==> src/rtl/parking_job_arbiter.sv <==
`default_nettype none
// +------------------------------------------------------------------------+
// | parking_job_arbiter: park/retrieve request FIFO with leak-evacuation   |
// | preemption and a job watchdog.                 Revision: 1.0           |
// +------------------------------------------------------------------------+
module parking_job_arbiter #(
  parameter int DEPTH   = 4,
  parameter int TIMEOUT = 64,
  parameter int CW      = 7
) (
  input  logic        clock,
  input  logic        reset,
  input  logic        in_req,
  input  logic        out_req,
  input  logic [15:0] req_plate,
  input  logic        leakage,
  input  logic [2:0]  leakage_floor,
  input  logic        evac_empty,
  output logic        job_valid,
  output logic [1:0]  job_type,
  output logic [15:0] job_plate,
  output logic [2:0]  job_floor,
  input  logic        job_ready,
  input  logic        job_done,
  output logic        busy,
  output logic [3:0]  queue_count,
  output logic        queue_full,
  output logic        drop_pulse,
  output logic        timeout_err,
  output logic        leak_active
);

  localparam int              c_AW       = (DEPTH > 1) ? $clog2(DEPTH) : 1;
  localparam logic [c_AW-1:0] c_PTR_ONE  = c_AW'(1);
  localparam logic [3:0]      c_DEPTH4   = 4'(DEPTH);
  localparam logic [CW-1:0]   c_WD_ONE   = CW'(1);
  localparam logic [CW-1:0]   c_WD_LAST  = CW'(TIMEOUT - 1);

  localparam logic [1:0] c_IDLE     = 2'd0;
  localparam logic [1:0] c_OFFER_Q  = 2'd1;
  localparam logic [1:0] c_OFFER_EV = 2'd2;
  localparam logic [1:0] c_WAIT     = 2'd3;

  localparam logic [1:0] c_T_PARK = 2'b00;
  localparam logic [1:0] c_T_RET  = 2'b01;
  localparam logic [1:0] c_T_EVAC = 2'b10;

  logic [17:0]     r_mem [0:DEPTH-1];
  logic [c_AW-1:0] r_wr_ptr;
  logic [c_AW-1:0] r_rd_ptr;
  logic [1:0]      r_state;
  logic [2:0]      r_leak_floor;
  logic [CW-1:0]   r_wdog;

  logic        w_req;
  logic [17:0] w_entry;
  logic        w_pop;
  logic        w_full;
  logic        w_push;
  logic        w_drop;
  logic [3:0]  w_count_nxt;
  logic        w_leak_now;
  logic        w_evac_go;
  logic [2:0]  w_floor_src;
  logic [17:0] w_head;

  always_comb begin
    w_req       = in_req | out_req;
    w_entry     = {(in_req ? c_T_PARK : c_T_RET), req_plate};
    w_pop       = (r_state == c_OFFER_Q) && job_valid && job_ready;
    w_full      = (queue_count == c_DEPTH4);
    w_push      = w_req && (!w_full || w_pop);
    // Simultaneous park+retrieve keeps the park; the retrieve is reported lost.
    w_drop      = (in_req && out_req) || (w_req && !w_push);
    w_count_nxt = queue_count + {3'b000, w_push} - {3'b000, w_pop};
    w_leak_now  = leakage && (leakage_floor != 3'd0);
    w_evac_go   = leak_active && !evac_empty;
    w_floor_src = w_leak_now ? leakage_floor : r_leak_floor;
    w_head      = r_mem[r_rd_ptr];
  end

  always_ff @(posedge clock) begin
    if (w_push) begin
      r_mem[r_wr_ptr] <= w_entry;
    end
  end

  always_ff @(posedge clock or negedge reset) begin
    if (!reset) begin
      r_wr_ptr    <= '0;
      r_rd_ptr    <= '0;
      queue_count <= 4'd0;
      queue_full  <= 1'b0;
      drop_pulse  <= 1'b0;
    end else begin
      if (w_push) r_wr_ptr <= r_wr_ptr + c_PTR_ONE;
      if (w_pop)  r_rd_ptr <= r_rd_ptr + c_PTR_ONE;
      queue_count <= w_count_nxt;
      queue_full  <= (w_count_nxt == c_DEPTH4);
      drop_pulse  <= w_drop;
    end
  end

  always_ff @(posedge clock or negedge reset) begin
    if (!reset) begin
      r_state      <= c_IDLE;
      r_leak_floor <= 3'd0;
      r_wdog       <= '0;
      leak_active  <= 1'b0;
      timeout_err  <= 1'b0;
      busy         <= 1'b0;
      job_valid    <= 1'b0;
      job_type     <= 2'b00;
      job_plate    <= 16'd0;
      job_floor    <= 3'd0;
    end else begin
      leak_active <= w_leak_now;
      timeout_err <= 1'b0;
      // Floor is frozen outside IDLE/OFFER_Q so an accepted evacuation keeps its target.
      if (((r_state == c_IDLE) || (r_state == c_OFFER_Q)) && w_leak_now) begin
        r_leak_floor <= leakage_floor;
      end
      case (r_state)
        c_IDLE: begin
          if (w_evac_go) begin
            r_state   <= c_OFFER_EV;
            busy      <= 1'b1;
            job_valid <= 1'b1;
            job_type  <= c_T_EVAC;
            job_plate <= 16'd0;
            job_floor <= w_floor_src;
          end else if (queue_count != 4'd0) begin
            r_state   <= c_OFFER_Q;
            busy      <= 1'b1;
            job_valid <= 1'b1;
            job_type  <= w_head[17:16];
            job_plate <= w_head[15:0];
            job_floor <= 3'd0;
          end
        end
        c_OFFER_Q: begin
          if (w_pop) begin
            r_state   <= c_WAIT;
            r_wdog    <= '0;
            job_valid <= 1'b0;
            job_type  <= 2'b00;
            job_plate <= 16'd0;
          end else if (w_evac_go) begin
            r_state   <= c_OFFER_EV;
            job_valid <= 1'b0;
            job_type  <= 2'b00;
            job_plate <= 16'd0;
          end
        end
        c_OFFER_EV: begin
          if (job_valid && job_ready) begin
            r_state   <= c_WAIT;
            r_wdog    <= '0;
            job_valid <= 1'b0;
            job_type  <= 2'b00;
            job_floor <= 3'd0;
          end else if (!w_evac_go) begin
            r_state   <= c_IDLE;
            busy      <= 1'b0;
            job_valid <= 1'b0;
            job_type  <= 2'b00;
            job_floor <= 3'd0;
          end else if (!job_valid) begin
            job_valid <= 1'b1;
            job_type  <= c_T_EVAC;
            job_plate <= 16'd0;
            job_floor <= r_leak_floor;
          end
        end
        c_WAIT: begin
          if (job_done) begin
            r_state <= c_IDLE;
            busy    <= 1'b0;
          end else if (r_wdog == c_WD_LAST) begin
            r_state     <= c_IDLE;
            busy        <= 1'b0;
            timeout_err <= 1'b1;
          end else begin
            r_wdog <= r_wdog + c_WD_ONE;
          end
        end
        default: begin
          r_state <= c_IDLE;
          busy    <= 1'b0;
        end
      endcase
    end
  end

endmodule
`default_nettype wire

==> config.mk <==
export PLATFORM = sky130hd
export DESIGN_NAME = parking_job_arbiter
export DESIGN_NICKNAME = d
export VERILOG_FILES = /design/src/rtl/parking_job_arbiter.sv
export SDC_FILE = /design/constraint.sdc
export NUM_CORES = 1
export LEC_CHECK = 0
export ABC_AREA = 1
export CORE_MARGIN = 2
export CORE_UTILIZATION = 50
export CTS_CLUSTER_DIAMETER = 150
export DETAILED_ROUTE_END_ITERATION = 10
export PLACE_DENSITY_LB_ADDON = 0.12
export SLEW_MARGIN = 20
export SYNTH_ARGS = -nofsm -noshare
export SYNTH_HDL_FRONTEND = slang
export SYNTH_SLANG_ARGS = --single-unit
==> constraint.sdc <==
create_clock -name clock -period 2.7 [get_ports clock]
set_input_delay 0.54 -clock clock [delete_from_list [all_inputs] [get_ports clock]]
set_output_delay 0.54 -clock clock [all_outputs]
set_load 0.02 [all_outputs]
# Yosys cells after proc, flatten, opt, wreduce, memory -nomap -nowiden
# Memories as Yosys holds them, arrays and structs flattened.
# Cells that the tools add are included.
[totals] regBits=47 ramBits=68 inputBits=27 n_memories=1
[classes] add_sub_neg=5 n_eq_ne=19 n_mux=55 n_bitwise=1 n_reduce_logical=29
[memory_table] memory="r_mem" depth=4 word_bits=17 rd=1 rd_ports_with_merged_regs=0 wr=1 line_no="48" text="logic [17:0] r_mem [0:DEPTH-1];"
[ops] operator="2-to-1 mux 16 bit" count=7
[ops] operator="case mux 16 bit (3 select lines)" count=1
[ops] operator="2-to-1 mux 2 bit" count=15
[ops] operator="2-to-1 mux 7 bit" count=4
[ops] operator="case mux 7 bit (3 select lines)" count=1
[ops] operator="2-to-1 mux 3 bit" count=6
[ops] operator="2-to-1 mux 1 bit" count=16
[ops] operator="inequality test 2 bit, second input constant" count=8
[ops] operator="nonzero test 3 bit" count=4
[ops] operator="AND reduction 5 bit" count=2
[ops] operator="logical AND 1 bit" count=9
[ops] operator="inequality test 3 bit, second input constant" count=3
[ops] operator="== test 4 x 3 -> 1 bit, second input constant" count=2
[ops] operator="case mux 2 bit (4 select lines)" count=1
[ops] operator="AND reduction 4 bit" count=2
[ops] operator="adder 7 x 1 -> 7 bit, second input constant" count=1
[ops] operator="== test 7 x 6 -> 1 bit, second input constant" count=1
[ops] operator="case mux 1 bit (3 select lines)" count=2
[ops] operator="case mux 2 bit (3 select lines)" count=1
[ops] operator="case mux 3 bit (2 select lines)" count=1
[ops] operator="AND reduction 3 bit" count=2
[ops] operator="AND reduction 6 bit" count=1
[ops] operator="adder 2 x 1 -> 2 bit, second input constant" count=2
[ops] operator="adder 4 x 1 -> 4 bit" count=1
[ops] operator="11 further kinds" count=16

# Longest topological paths before layout
# Gate-level depths: netlist of the first run.
[logic_depth] word_depth=8 depth_mapped=12

# Worst setup path after synthesis of the first run
# OpenSTA, ideal clock, no wires.
[synth_timing] kind="reg2reg" from="reg job_valid" to="mem r_mem[0][0] (netlist bit) (enable)" t_arrival_ns=1.776 setup_slack_ns=0.533 path_stages_with_launch=7 path_buffers=0 synth_period_minus_slack_ns=2.167 path_cell_list="dfrtp_1 nand2_2 inv_1 nand2_1 nand3_1 o21ai_2 nor2_1"
[synth_between] elab_chain_len=6
[synth_lines] item="start: declaration" line_no="19" text="output logic job_valid,"
[synth_lines] item="start signal: assignment" line_no="112" text="job_valid <= 1'b0;"
[synth_lines] item="start signal: assignment" line_no="128" text="job_valid <= 1'b1;"
[synth_lines] item="start signal: assignment" line_no="135" text="job_valid <= 1'b1;"
[synth_lines] item="logical AND 1 bit (2 in a row)" line_no="70" text="w_pop = (r_state == c_OFFER_Q) && job_valid && job_ready;"
[synth_lines] item="logical OR 1 bit" line_no="72" text="w_push = w_req && (!w_full || w_pop);"
[synth_lines] item="logical AND 1 bit" line_no="72"
[synth_lines] item="2-to-1 mux 1 bit" line_no="83" text="if (w_push) begin"
[synth_lines] item="2-to-1 mux 1 bit (implied by the code)" line_no="84" text="r_mem[r_wr_ptr] <= w_entry;"
[synth_lines] item="end: declaration" line_no="48"
# Every way passes these cells.

# Worst setup path in the final report of the first run
[layout_timing] from="reg r_state[1]" to="reg queue_full"
[layout_between] elab_chain_len=8
[layout_lines] item="start: declaration" line_no="51" text="logic [1:0] r_state;"
[layout_lines] item="start signal: assignment" line_no="106" text="r_state <= c_IDLE;"
[layout_lines] item="start signal: assignment" line_no="126" text="r_state <= c_OFFER_EV;"
[layout_lines] item="start signal: assignment" line_no="133" text="r_state <= c_OFFER_Q;"
[layout_lines] item="== test 2 x 1 -> 1 bit *" line_no="70"
[layout_lines] item="logical AND 1 bit * (2 in a row)" line_no="70"
[layout_lines] item="logical OR 1 bit" line_no="72"
[layout_lines] item="logical AND 1 bit" line_no="72"
[layout_lines] item="adder 4 x 1 -> 4 bit" line_no="75" text="w_count_nxt = queue_count + {3'b000, w_push} - {3'b000, w_pop};"
[layout_lines] item="subtractor 4 x 1 -> 4 bit *" line_no="75"
[layout_lines] item="named net w_count_nxt[2]" line_no="61" text="logic [3:0] w_count_nxt;"
[layout_lines] item="== test 4 x 3 -> 1 bit *" line_no="99" text="queue_full <= (w_count_nxt == c_DEPTH4);"
[layout_lines] item="end signal: assignment" line_no="99"
[layout_lines] item="end: declaration" line_no="27" text="output logic queue_full,"
# The timed path passes the listed nets; every way through them passes the cells marked *.
# A chain may end at the register's enable or synchronous reset.

==> summary.txt, run 1 <==
Worst setup path
  • Critical path data required time: 3.13 ns
  • Arrival time of data at the critical path endpoint: 2.69 ns
  • Worst setup path category: flip-flop to flip-flop
  • Critical path fanouts, max: 5
  • Register-to-Register Path Depth: 11
  • Crit end category: flip-flop
  • Source of the worst register-to-register timing path: r_state[1]
  • Startpoint type of the worst setup path: flip-flop
  • Critical register-to-register path endpoint: queue_full
  • Flop2flop setup slack: 0.44 ns

STA
  • Final TNS setup: 0 ns
  • Setup repair after global routing missed its margin: false
  • Maximum clock rate: 442 MHz
  • Final worst clock skew: 0.00570 ns
  • Worst relative slew slack: 65.7%
  • Post-route minimum period: 2.26 ns
  • Final-report max-slew violation count: 0
  • Number of hold-slack violations in the final timing report: 0
  • Tcrit/Tclk final: 83.8%
  • Final-report setup violation count: 0
  • Least-Margin Pin Slew: 0.513 ns
  • Worst hold margin: 0.477 ns

Clock network
  • Root cell of the clock tree: sky130_fd_sc_hd__clkbuf_8
  • CTS Buf Count: 17
  • Maximum clock insertion buffer count: 2
  • Number of sinks driven by the clock tree: 115
  • Clock insertion delay at the later pin of the skew report: 0.50 ns
  • Number of H-tree levels: 4
  • Clock tree from TritonCTS: yes
  • Number of setup buffers added after CTS: 0
  • Clock transition at the register clock pins on the worst setup and hold paths after CTS: 0.05 ns

Finish
  • Final core area utilization: 65.6%
  • Cell area after layout: 6470 sq um
  • Highest-count cells in the layout ignoring fill and taps: sky130_fd_sc_hd__nand2_1, sky130_fd_sc_hd__edfxtp_1, sky130_fd_sc_hd__clkdlybuf4s50_1
  • Share of cells above drive strength 1: 10.6%
  • Area Overhead vs Synth: 26.3%
  • Nets: 626
  • Most common cell after layout, fill and taps aside: sky130_fd_sc_hd__nand2_1
  • Number of antenna cells inserted: 0

Yosys
  • Warnings from Yosys: 0
  • Synth Cell Area: 5120 sq um
  • Synthesized instance count: 508
  • Register area share after synthesis: 62.8%
  • Post-Synthesis Net Count: 551
  • Ranking of synthesized cells by area: sky130_fd_sc_hd__edfxtp_1, sky130_fd_sc_hd__dfrtp_1, sky130_fd_sc_hd__nand2_1, sky130_fd_sc_hd__ha_1, sky130_fd_sc_hd__a21oi_1
  • Number of storage elements in the synthesis netlist: 115
  • Number of distinct library cells after synthesis: 32
  • Most area-hungry cell type in the Yosys netlist: sky130_fd_sc_hd__edfxtp_1
  • Synth top area share: 39.9%
  • Synthesized area per cell: 10.1 sq um

Floorplan
  • DIE WIDTH: 105 um
  • FP Rows: 36
  • Effective utilization at floorplan: 51.9%
  • Die outline height: 105 um
  • Die area: 11100 sq um
  • Count of pins on the block boundary: 58
  • CORE AREA: 9860 sq um

Place
  • I/O Buffers: 57
  • Routability congestion estimate: 0.832
  • Estimated wirelength of the detail-placed design: 6680 um
  • Dpl cell area: 5900 sq um

Job
  • Number of max-cap violations: 0

Worst hold path
  • Hold Path Depth: 2
  • Worst min path class: flip-flop to flip-flop
  • Capture endpoint of the worst hold path: busy
  • Hold_sp: busy

GRT
  • GRT overflow: 0
  • First-pass GRT wire length: 17300 um
  • Total global routing track utilization: 20.0%
  • Largest net degree at the start of global routing: 37
  • Antenna violations before repair: 0
  • Vias in the first global route: 3662

Drt
  • Via density per instance: 5.04
  • Drt wl/cell: 14.2 um
  • Via count: 3673
  • Pre-Repair DR Iteration Count: 4
  • Aggregate routed wire length: 10400 um
  • Remaining design rule violation count: 0
  • Initial detailed-routing violation count: 279
  • Antenna-violating nets left: 0

Status
  • Run status: finished clean

Pwr
  • Static leakage: 2.83 nW
  • Total power after layout: 0.00779 W
  • Pwr dens: 1200 nW/um^2
  • Worst vdd ir: 0.507 mV
## stage by stage
step / cells / setup WS [ns]
after global routing: 729 / 0.238
after CTS: 729 / 0.442
after detailed placement: 696 / 0.0888
after global placement: 696 / 0.145
after floorplan: 508 / 0.533
final: 729 / 0.438
## kinds of logic (layout without fill, tap and decap cells)
family          after synthesis  after routing  synth area share, %
fa+ha+maj                    16             16                 4.05
flops                       115            115                 62.8
xor+xnor                      7              7                 1.20
compound gates               59             59                 5.98
buf+inv                      50            138                 4.13
simple gates                261            261                 21.8
## layer usage
| metal | share of wire [%] | vias to the layer above | global-route usage, % |
|---|---|---|---|
| met2 | 49 | 87 | 33.5 |
| met1 | 46 | 1757 | 25.6 |
| met4 | 0.70 | 0 | 6.38 |
| met3 | 4.1 | 8 | 5.01 |
| li1 | - | 1821 | - |
| met5 | 0 | - | 0 |
## registers in the layout (all words and copies together) (netlist names)
name / flops
r_rd_ptr: 2
r_leak_floor: 3
r_mem: 68
busy: 1
job_type: 2
leak_active: 1
r_wdog: 7
r_wr_ptr: 2
queue_count: 4
r_state: 2
timeout_err: 1
drop_pulse: 1
queue_full: 1
job_floor: 3
job_valid: 1
job_plate: 16
## layout make-up
type,count,area [sq um]
Clock inverter,6,78.8
Multi-Input combinational cell,343,1690
Timing Repair Buffer,69,696
Sequential cell,115,3220
Clock buffer,26,478
Fill cell,743,3390
Tap cell,133,166
Inverter,37,141
## cells in the mapped netlist
cell                       count
sky130_fd_sc_hd__a21oi_1      36
sky130_fd_sc_hd__a31oi_1       1
sky130_fd_sc_hd__buf_1         1
sky130_fd_sc_hd__buf_2         5
sky130_fd_sc_hd__buf_4         1
sky130_fd_sc_hd__buf_8         1
sky130_fd_sc_hd__clkbuf_1      5
sky130_fd_sc_hd__clkinv_1      1
sky130_fd_sc_hd__dfrtp_1      47
sky130_fd_sc_hd__edfxtp_1     68
sky130_fd_sc_hd__fa_1          1
sky130_fd_sc_hd__ha_1         15
sky130_fd_sc_hd__inv_1        33
sky130_fd_sc_hd__inv_2         2
sky130_fd_sc_hd__inv_4         1
sky130_fd_sc_hd__nand2_1     180
sky130_fd_sc_hd__nand2_2      14
sky130_fd_sc_hd__nand2_4       1
sky130_fd_sc_hd__nand3_1      30
sky130_fd_sc_hd__nand3b_1      1
sky130_fd_sc_hd__nand4_1       1
sky130_fd_sc_hd__nor2_1       26
sky130_fd_sc_hd__nor2_2        1
sky130_fd_sc_hd__nor2_4        3
sky130_fd_sc_hd__nor2_8        1
sky130_fd_sc_hd__nor3b_1       2
sky130_fd_sc_hd__o21a_1        1
sky130_fd_sc_hd__o21ai_0      16
sky130_fd_sc_hd__o21ai_1       3
sky130_fd_sc_hd__o21ai_2       2
sky130_fd_sc_hd__or2_2         1
sky130_fd_sc_hd__xor2_1        7
## critical path, stage by stage (launching register included)
cell	delay (ns)
sky130_fd_sc_hd__dfrtp_1	0.43
sky130_fd_sc_hd__inv_1	0.10
sky130_fd_sc_hd__ha_1	0.23
sky130_fd_sc_hd__nand2_1	0.11
sky130_fd_sc_hd__nand3_1	0.13
sky130_fd_sc_hd__o21ai_2	0.09
sky130_fd_sc_hd__xor2_1	0.15
sky130_fd_sc_hd__ha_1	0.22
sky130_fd_sc_hd__fa_1	0.39
sky130_fd_sc_hd__xor2_1	0.19
sky130_fd_sc_hd__nand2_1	0.07
sky130_fd_sc_hd__nor2_1	0.10
## what timing repair did
action / 4_1_cts / 5_1_grt
hold buffers: 1 / 0
hold endpoints to repair: 14 / 0
resized for setup: 0 / 0
## worst max path at each step
stage / to / startpoint / depth (start not counted)
global placement: queue_full / job_ready / 12
global route: queue_full / r_state[1] / 11
finish: queue_full / r_state[1] / 11
floorplan: r_mem[0][0] / job_valid / 6
detailed placement: queue_full / job_ready / 12
CTS: queue_full / r_state[1] / 11
## report_power, final
part,switching [W],internal [W]
Clock,0.000692,0.00138
Sequential,0.000264,0.00246
Combinational,0.00193,0.00107
Total,0.00288,0.00491
Note: power is estimated with default switching activity, not from simulation.
==> run 2, diff against run 1 <==
- clock period: 2.7 -> 2.3 ns (I/O delays scaled with it)
==> summary.txt, run 2 (synthesized netlist as in run 1, its figures left out) <==
STA
  • Number of hold-slack violations in the final timing report: 0 (unchanged)
  • Worst hold margin: 0.467 ns (-0.0100 ns)
  • Final worst setup slack: 0.167 ns (-0.272 ns)
  • Least-Margin Pin Slew: 0.585 ns (+0.0721 ns)
  • Final-report max-slew violation count: 0 (unchanged)
  • Tcrit/Tclk final: 92.8% (+9.0 points)
  • Final worst clock skew: 0.00766 ns (+0.00196 ns)
  • Final-report setup violation count: 0 (unchanged)
  • Final TNS setup: 0 ns (unchanged)
  • Maximum clock rate: 469 MHz (+6.0%)
  • Worst relative slew slack: 61.0% (-4.7 points)
  • Setup repair after global routing missed its margin: false
  • Post-route minimum period: 2.13 ns (-0.128 ns)

Pwr
  • Worst vdd ir: 0.752 mV (+48%)
  • Static leakage: 2.88 nW (+1.7%)
  • Pwr dens: 1430 nW/um^2 (+19%)

Clock network
  • Number of H-tree levels: 4 (unchanged)
  • Maximum clock insertion buffer count: 2 (unchanged)
  • Clock transition at the register clock pins on the worst setup and hold paths after CTS: 0.06 ns (about the same)
  • Root cell of the clock tree: sky130_fd_sc_hd__clkbuf_8
  • CTS Buf Count: 17 (unchanged)
  • Clock tree from TritonCTS: yes
  • Clock insertion delay at the later pin of the skew report: 0.50 ns (about the same)
  • Number of sinks driven by the clock tree: 115 (unchanged)

Worst setup path
  • Source of the worst register-to-register timing path: r_state[1]
  • Arrival time of data at the critical path endpoint: 2.52 ns (-0.17 ns)
  • Startpoint type of the worst setup path: flip-flop
  • Register-to-Register Path Depth: 11 (unchanged)
  • Critical path data required time: 2.69 ns (-0.44 ns)
  • Critical register-to-register path endpoint: queue_full
  • Startpoint of the worst setup timing path: r_state[1]
  • Crit end category: flip-flop
  • Flop2flop setup slack: 0.17 ns (-0.27 ns)
  • Critical path fanouts, max: 5 (unchanged)
  • Worst setup path category: flip-flop to flip-flop
  • End point of the critical path: queue_full

Drt
  • Via density per instance: 4.99 (-0.87%)
  • Antenna-violating nets left: 0 (unchanged)
  • Initial detailed-routing violation count: 216 (-23%)
  • Remaining design rule violation count: 0 (unchanged)
  • Via count: 3681 (+0.22%)
  • Pre-Repair DR Iteration Count: 4 (unchanged)
  • Aggregate routed wire length: 10600 um (+2.0%)
  • Drt wl/cell: 14.3 um (+0.85%)

Place
  • Estimated wirelength of the detail-placed design: 6850 um (+2.5%)
  • I/O Buffers: 57 (unchanged)
  • Post-Place Worst Slack: -0.288 ns (-0.377 ns)
  • Routability congestion estimate: 0.860 (+3.3%)
  • Dpl cells: 702 (+0.86%)

Finish
  • Top reg by flops: r_mem
  • Highest-count cells in the layout ignoring fill and taps: sky130_fd_sc_hd__nand2_1, sky130_fd_sc_hd__edfxtp_1, sky130_fd_sc_hd__clkdlybuf4s50_1
  • Most common cell after layout, fill and taps aside: sky130_fd_sc_hd__nand2_1
  • Area Overhead vs Synth: 28.8%
  • Flip-flop count of the largest register after layout: 68 (unchanged)
  • Number of antenna cells inserted: 0 (unchanged)
  • Nets: 634 (+1.3%)
  • Share of cells above drive strength 1: 13.6% (+3.0 points)
  • Leading registers by flop count: r_mem x68, job_plate x16, r_wdog x7
  • Count of non-filler cells in the finished layout: 737 (+1.1%)

Job
  • Number of max-cap violations: 0 (unchanged)

Floorplan
  • Die area: 11100 sq um (unchanged)
  • CORE AREA: 9860 sq um (unchanged)
  • DIE WIDTH: 105 um (unchanged)
  • Count of pins on the block boundary: 58 (unchanged)
  • FP Rows: 36 (unchanged)
  • Die outline height: 105 um (unchanged)
  • Effective utilization at floorplan: 51.9% (unchanged)

Worst hold path
  • Worst min path class: flip-flop to flip-flop

GRT
  • Largest net degree at the start of global routing: 37 (unchanged)
  • Vias in the first global route: 3710 (+1.3%)
  • First-pass GRT wire length: 17700 um (+2.8%)
  • GRT overflow: 0 (unchanged)
  • Total global routing track utilization: 20.3% (+0.27 points)
  • Antenna violations before repair: 0 (unchanged)

Status
  • Run status: finished clean
==> run 2: cell count changes in the layout (fill, tap and decap cells not counted), sizes merged <==
cell      delta
buf          +8
bufinv       +1
clkbuf       -8
clkinv       +2
clkinvlp     +4
inv          +1
==> run 2: through the flow <==
stage	instance area (sq um)	utilization [%]	total power (W)
after floorplan	5120	-	0.00556
after global placement	5970	60.6	0.00676
after detailed placement	5970	60.6	0.00686
after CTS	6570	66.6	0.00945
after global routing	6600	66.9	0.0101
final	6600	66.9	0.00944
==> run 2: area by class of cell <==
| type | count | area (sq um) |
|---|---|---|
| fill | 765 | 3260 |
| sequential | 115 | 3220 |
| multi-input combinational | 343 | 1710 |
| timing repair buffer | 77 | 781 |
| clock buffer | 18 | 418 |
| tap | 133 | 166 |
| clock inverter | 14 | 163 |
| inverter | 37 | 141 |
==> run 2: report_power, final <==
part / total [W] / leakage [nW] / switching, W / internal [W]
clock: 0.00254 / 0.277 / 0.000898 / 0.00164
combinational: 0.00374 / 1.37 / 0.00234 / 0.00140
sequential: 0.00316 / 1.24 / 0.000277 / 0.00289
==> run 2: repair_timing <==
item                       CTS  global route
setup endpoints to repair    0             1
resized for setup            0             5
buffers inserted             0             2
hold buffers                 1             0
hold endpoints to repair    24             0
==> run 2: routing by layer <==
layer / wire length [um] / global-route usage, % / part of all wire [%] / vias up
met5: 0 / 0 / 0 / -
met4: 117 / 8.48 / 1.1 / 0
met3: 370 / 3.83 / 3.5 / 14
met2: 5370 / 33.6 / 51 / 82
met1: 4690 / 26.2 / 44 / 1753
li1: - / - / - / 1832
==> run 2: critical path, cell delays in order, from the launching register on <==
cell	delay, ns
sky130_fd_sc_hd__dfrtp_1	0.42
sky130_fd_sc_hd__inv_1	0.10
sky130_fd_sc_hd__ha_2	0.21
sky130_fd_sc_hd__nand2_1	0.10
sky130_fd_sc_hd__nand3_2	0.09
sky130_fd_sc_hd__o21ai_2	0.07
sky130_fd_sc_hd__xor2_1	0.16
sky130_fd_sc_hd__ha_2	0.20
sky130_fd_sc_hd__fa_2	0.53
sky130_fd_sc_hd__nor2_1	0.04
sky130_fd_sc_hd__nand2_1	0.06
sky130_fd_sc_hd__nor2_1	0.04
==> run 2: worst min-delay path by stage <==
| stage | from | end | slack, ns | cells past startpoint |
|---|---|---|---|---|
| final | job_floor[1] | job_floor[1] | 0.47 | 2 |
| after detailed placement | job_floor[1] | job_floor[1] | 0.46 | 2 |
| after CTS | job_floor[1] | job_floor[1] | 0.47 | 2 |
| after floorplan | reset | busy | 0.16 | 0 |
| after global placement | job_floor[1] | job_floor[1] | 0.46 | 2 |
| after global routing | job_plate[15] | job_plate[15] | 0.51 | 2 |
==> run 3, diff against run 2 <==
- CTS_CLUSTER_SIZE: default -> 12
==> results of run 3 <==
Same layout as run 2: the final DEF is identical, and so are final timing and power.
